[src/rtl/muldiv_pkg.sv]
// Shared definitions for the iterative RV32M multiply/divide unit:
// funct3 op codes and the sequencer state type.
package muldiv_pkg;

    localparam logic [2:0] F3_MUL    = 3'b000;
    localparam logic [2:0] F3_MULH   = 3'b001;
    localparam logic [2:0] F3_MULHSU = 3'b010;
    localparam logic [2:0] F3_MULHU  = 3'b011;
    localparam logic [2:0] F3_DIV    = 3'b100;
    localparam logic [2:0] F3_DIVU   = 3'b101;
    localparam logic [2:0] F3_REM    = 3'b110;
    localparam logic [2:0] F3_REMU   = 3'b111;

    typedef enum logic [1:0] {
        IDLE = 2'd0,
        CALC = 2'd1,
        FIX  = 2'd2,
        DONE = 2'd3
    } md_state_e;

endpackage

[src/rtl/muldiv_unit.sv]
// Iterative RV32M multiply/divide unit (shift-add / restoring divide).
// Ports: clk, reset (sync, active-high), start, funct3, a, b -> busy, done, result.
module muldiv_unit
    import muldiv_pkg::*;
#(
    parameter int XLEN = 32
) (
    input  logic            clk,
    input  logic            reset,
    input  logic            start,
    input  logic [2:0]      funct3,
    input  logic [XLEN-1:0] a,
    input  logic [XLEN-1:0] b,
    output logic            busy,
    output logic            done,
    output logic [XLEN-1:0] result
);

    localparam int CW = $clog2(XLEN) + 1;
    localparam logic [XLEN-1:0] MIN = {1'b1, {(XLEN-1){1'b0}}};

    function automatic logic [XLEN-1:0] neg(input logic [XLEN-1:0] x);
        return ~x + XLEN'(1);
    endfunction

    function automatic logic [XLEN-1:0] abs_if(input logic s, input logic [XLEN-1:0] x);
        return s ? neg(x) : x;
    endfunction

    md_state_e         state;
    logic [2:0]        op;
    logic              sa, sb;
    logic [XLEN-1:0]   ma, mb;
    logic [2*XLEN-1:0] acc;
    logic [XLEN-1:0]   rem;
    logic [CW-1:0]     cnt;

    // Operand decode at launch
    logic            a_sgn, b_sgn, sa_in, sb_in;
    logic [XLEN-1:0] ma_in, mb_in;
    logic            div_zero, ovf, fast;
    logic [XLEN-1:0] fast_res;

    assign a_sgn = (funct3 == F3_MULH) | (funct3 == F3_MULHSU)
                 | (funct3 == F3_DIV)  | (funct3 == F3_REM);
    assign b_sgn = (funct3 == F3_MULH) | (funct3 == F3_DIV)
                 | (funct3 == F3_REM);
    assign sa_in = a_sgn & a[XLEN-1];
    assign sb_in = b_sgn & b[XLEN-1];
    assign ma_in = abs_if(sa_in, a);
    assign mb_in = abs_if(sb_in, b);

    assign div_zero = funct3[2] && (b == '0);
    assign ovf      = ((funct3 == F3_DIV) || (funct3 == F3_REM))
                   && (a == MIN) && (b == '1);
    assign fast     = div_zero || ovf;
    // funct3[1] separates REM* from DIV* among divide ops
    assign fast_res = div_zero ? (funct3[1] ? a : '1)
                               : (funct3[1] ? '0 : a);

    // One multiply step: conditional add into the high half, then shift right
    logic [XLEN:0]     add_hi;
    logic [2*XLEN-1:0] mul_next;

    assign add_hi   = {1'b0, acc[2*XLEN-1:XLEN]}
                    + (acc[0] ? {1'b0, ma} : '0);
    assign mul_next = {add_hi, acc[XLEN-1:1]};

    // One restoring divide step; quotient shifts through acc low half
    logic [XLEN:0]   shifted, trial;
    logic [XLEN-1:0] rem_next, quo_next;

    assign shifted  = {rem, acc[XLEN-1]};
    assign trial    = shifted - {1'b0, mb};
    assign rem_next = trial[XLEN] ? shifted[XLEN-1:0] : trial[XLEN-1:0];
    assign quo_next = {acc[XLEN-2:0], ~trial[XLEN]};

    // Sign correction and result select
    logic [2*XLEN-1:0] prod;
    logic [XLEN-1:0]   quo_s, rem_s, fix_res;

    assign prod  = (sa ^ sb) ? (~acc + (2*XLEN)'(1)) : acc;
    assign quo_s = abs_if(sa ^ sb, acc[XLEN-1:0]);
    assign rem_s = abs_if(sa, rem);
    assign fix_res = op[2] ? (op[1] ? rem_s : quo_s)
                           : ((op == F3_MUL) ? prod[XLEN-1:0]
                                             : prod[2*XLEN-1:XLEN]);

    always_ff @(posedge clk) begin
        if (reset) begin
            state  <= IDLE;
            busy   <= 1'b0;
            done   <= 1'b0;
            result <= '0;
            cnt    <= '0;
            op     <= F3_MUL;
            sa     <= 1'b0;
            sb     <= 1'b0;
            ma     <= '0;
            mb     <= '0;
            acc    <= '0;
            rem    <= '0;
        end else begin
            done <= 1'b0;
            unique case (state)
                IDLE, DONE: begin
                    if (start) begin
                        op  <= funct3;
                        sa  <= sa_in;
                        sb  <= sb_in;
                        ma  <= ma_in;
                        mb  <= mb_in;
                        cnt <= '0;
                        rem <= '0;
                        acc <= funct3[2] ? {XLEN'(0), ma_in}
                                         : {XLEN'(0), mb_in};
                        if (fast) begin
                            result <= fast_res;
                            done   <= 1'b1;
                            state  <= DONE;
                        end else begin
                            busy  <= 1'b1;
                            state <= CALC;
                        end
                    end else begin
                        state <= IDLE;
                    end
                end
                CALC: begin
                    if (op[2]) begin
                        acc <= {acc[2*XLEN-1:XLEN], quo_next};
                        rem <= rem_next;
                    end else begin
                        acc <= mul_next;
                    end
                    cnt <= cnt + CW'(1);
                    if (cnt == CW'(XLEN - 1))
                        state <= FIX;
                end
                FIX: begin
                    result <= fix_res;
                    busy   <= 1'b0;
                    done   <= 1'b1;
                    state  <= DONE;
                end
                default: state <= IDLE;
            endcase
        end
    end

endmodule

[config.mk]
export PLATFORM = sky130hd
export DESIGN_NAME = muldiv_unit
export DESIGN_NICKNAME = d
export VERILOG_FILES = /design/src/rtl/muldiv_pkg.sv /design/src/rtl/muldiv_unit.sv
export SDC_FILE = /design/constraint.sdc
export NUM_CORES = 1
export LEC_CHECK = 0
export CAP_MARGIN = 20
export CORE_UTILIZATION = 50
export DETAILED_ROUTE_END_ITERATION = 7
export PLACE_DENSITY = 0.71
export SYNTH_ARGS = -nofsm -noshare
export SYNTH_HDL_FRONTEND = slang
export SYNTH_SLANG_ARGS = --single-unit
[constraint.sdc]
create_clock -name clk -period 7 [get_ports clk]
set_input_delay 2.1 -clock clk [delete_from_list [all_inputs] [get_ports clk]]
set_output_delay 2.1 -clock clk [all_outputs]
set_load 0.1 [all_outputs]
==> qor.yml <==
cts:
  h-tree-depth: 1
  cts_resized: 0
  cts_num_sinks: 207
  clkTransAtPathRegs_ns: 0.06
  clock_latency_ns: 0.56
  cts_root_buffer: "clkbuf_16"
  postCtsHoldBufs: 0
  cts_tree: "done"
  numCtsBuffers: 26
  cts_setup_buffers: 0
  clk_path_buf_depth: 3
timing:
  hold_viol_final: 0
  timing.fmax_mhz: 194
  rsz0062_at_grt: "false"
  min_period_ns: 5.15
  slew_violations: 0
  fin_hold_ws_ns: 0.453
  report.final.setup_viol: 0
  fin_crit_sh_pct: 73.6
  tns_ns: 0
  tightestPinTransition_ns: 1.12
  worst_slack_ns: 1.85
  fin_skew_ns: 0.0268
  max_slew_margin_pct: 25.1
critical_path:
  cp_top_family: "simple AND/OR/NAND/NOR gates"
  r2r_setup_slack_ns: 2.90
  cpPeakStageDelay_ns: 0.59
  cp.required_ns: 7.48
  endpoint_kind: "flop"
  timing.critical_path.mode_cell: "a21o_4"
  cp_max_fo: 23
  crit_arrival_ns: 5.63
  critPathBufInv: 1
  crit_slowest_cell: "or4_1"
  cp_cell_sequence: "clkdlybuf4s50_1 > or4_1 > nor3_1 > nand4_1 > nor3_2 > a21o_4 > a21o_4 > nand2_2 > a211o_1 > a31oi_1"
  path_class: "input port to flop"
  cp-start-kind: "input port"
routing:
  route.detailed.drc: 0
  viasPerCell: 6.34
  drtIter0Drc: 1828
  totalWireLength_um: 58800
  wl_per_cell_um: 21.8
  drtPass1Iterations: 8
  antenna_left: 0
  num_vias: 17100
worst_hold_path:
  hold_path_class: "flop to flop"
finish:
  postLayoutCoreUtil_pct: 57.5
  fin_cells: 2693
  n_antenna_cell: 0
  final_common_cell: "nor2_1"
  syn2layout_area_growth_pct: 12.9
  fin_nets: 2376
  final_cell_mix: "nor2_1, dfxtp_1, nand2_1"
  drive_gt1_share_pct: 6.66
place:
  hpwl_um: 43500
  routabilityCongestion: 0.990
  io_buffers: 103
  place_ws_ns: 1.37
  post-place-cells: 2646
synthesis:
  synth_cell_types: 88
  synth_nets: 2362
  seq_area_frac_synth_pct: 24.9
  synth-seq-cells: 207
  ys_warn_count: 0
  synthesis.instances: 2218
  syn-cell-area_um2: 16700
  postSynthAreaPerCell_um2: 7.51
  synth_edf_count: 0
  synthFlopType: "dfxtp_1"
  async_flop_share_pct: 0
global_routing:
  gr-total-overflow: 0
  grt_max_degree: 67
  first_global_vias: 15800
  grt_pass1_wl_um: 91000
  antenna_found_initial: 1
  grt_usage_pct: 34.3
run:
  drv_cap: 0
floorplanning:
  die-area_um2: 34100
  coreArea_um2: 32700
  start_util_pct: 51.0
  dieWidth_um: 185
  die_y_um: 185
  rows: 66
  pin_count: 104
power:
  leakagePower_nw: 7.24
  peakVddDrop_uv: 273
  powerDensity_nw_per_um2: 329
run_status:
  outcome: "completed"
[power breakdown]
part | switching (mW) | internal (mW)
Clock | 0.567 | 0.787
Combinational | 2.10 | 1.05
Sequential | 0.262 | 1.42
Total | 2.93 | 3.26
[logic make-up after synthesis]
logic type,after synthesis,share of synthesized area (%)
simple gates,736,20.9
xor+xnor,205,10.8
fa+ha+maj,91,6.67
compound gates,694,27.5
buf+inv,218,5.08
mux,67,4.20
flops,207,24.9
[per-layer routing]
metal / track usage (%) / wire length (µm) / vias up
li1: - / - / 8101
met2: 54.6 / 26000 / 770
met5: 0 / 14 / -
met3: 4.86 / 5000 / 135
met1: 46.8 / 25500 / 8063
met4: 12.3 / 2330 / 2
[synthesized netlist by cell type (20+ instances only)]
master / instances / share of area, %
nand4_1: 23 / 0.86
nand3_1: 28 / 0.84
nor3_1: 60 / 1.8
nor2_1: 251 / 5.7
nand2b_1: 20 / 0.75
dfxtp_1: 207 / 25
nand2_1: 200 / 4.5
o31ai_1: 40 / 1.8
a21oi_1: 171 / 5.1
xnor2_1: 108 / 5.7
or3_1: 20 / 0.75
a211oi_1: 103 / 4.6
ha_1: 72 / 5.4
mux2_2: 23 / 1.6
o41ai_1: 22 / 1.2
o211ai_1: 25 / 1.1
mux2i_1: 44 / 2.6
and2_1: 39 / 1.5
clkbuf_1: 112 / 2.5
xor2_1: 97 / 5.1
o21ai_0: 137 / 4.1
inv_1: 75 / 1.7
a21o_1: 24 / 1.1
[path summary, 6_finish.rpt]
kind                            startpoint          to  depth (start not counted)
worst max-delay path                 a[10]  result[20]                         10
worst min-delay path                 ma[0]       ma[0]                          2
worst max register to register     acc[31]      rem[6]                         13
worst min register to register       ma[0]       ma[0]                          2
[flip-flops by register name (all words and copies together), names as in the netlist]
register and count:
cnt 6, done 1, sa 1, busy 1, rem 32, acc 64, state 2, mb 32
op 3, result 32, ma 32, sb 1
[cell type report]
class                      count  area (µm²)
sequential                   207        4150
inverter                      75         282
multi-input combinational   1793       11800
timing repair buffer         129        1220
clock buffer                  38         797
clock inverter                 9        60.1
tap                          442         553
fill                        3078       13900
[tightest hold or removal path: stages, from the launching register on]
cell and delay [ns]:
dfxtp_1 0.30, nand2_1 0.05, a21oi_1 0.05
[through the flow]
stage                     power, mW  instance area [µm²]
after detailed placement       4.77                18000
final                          6.19                18800
after global placement         4.72                18000
after CTS                      6.12                18800
after floorplan                3.91                16700
after global routing           6.53                18800
Note: power is estimated with default switching activity, not from simulation.
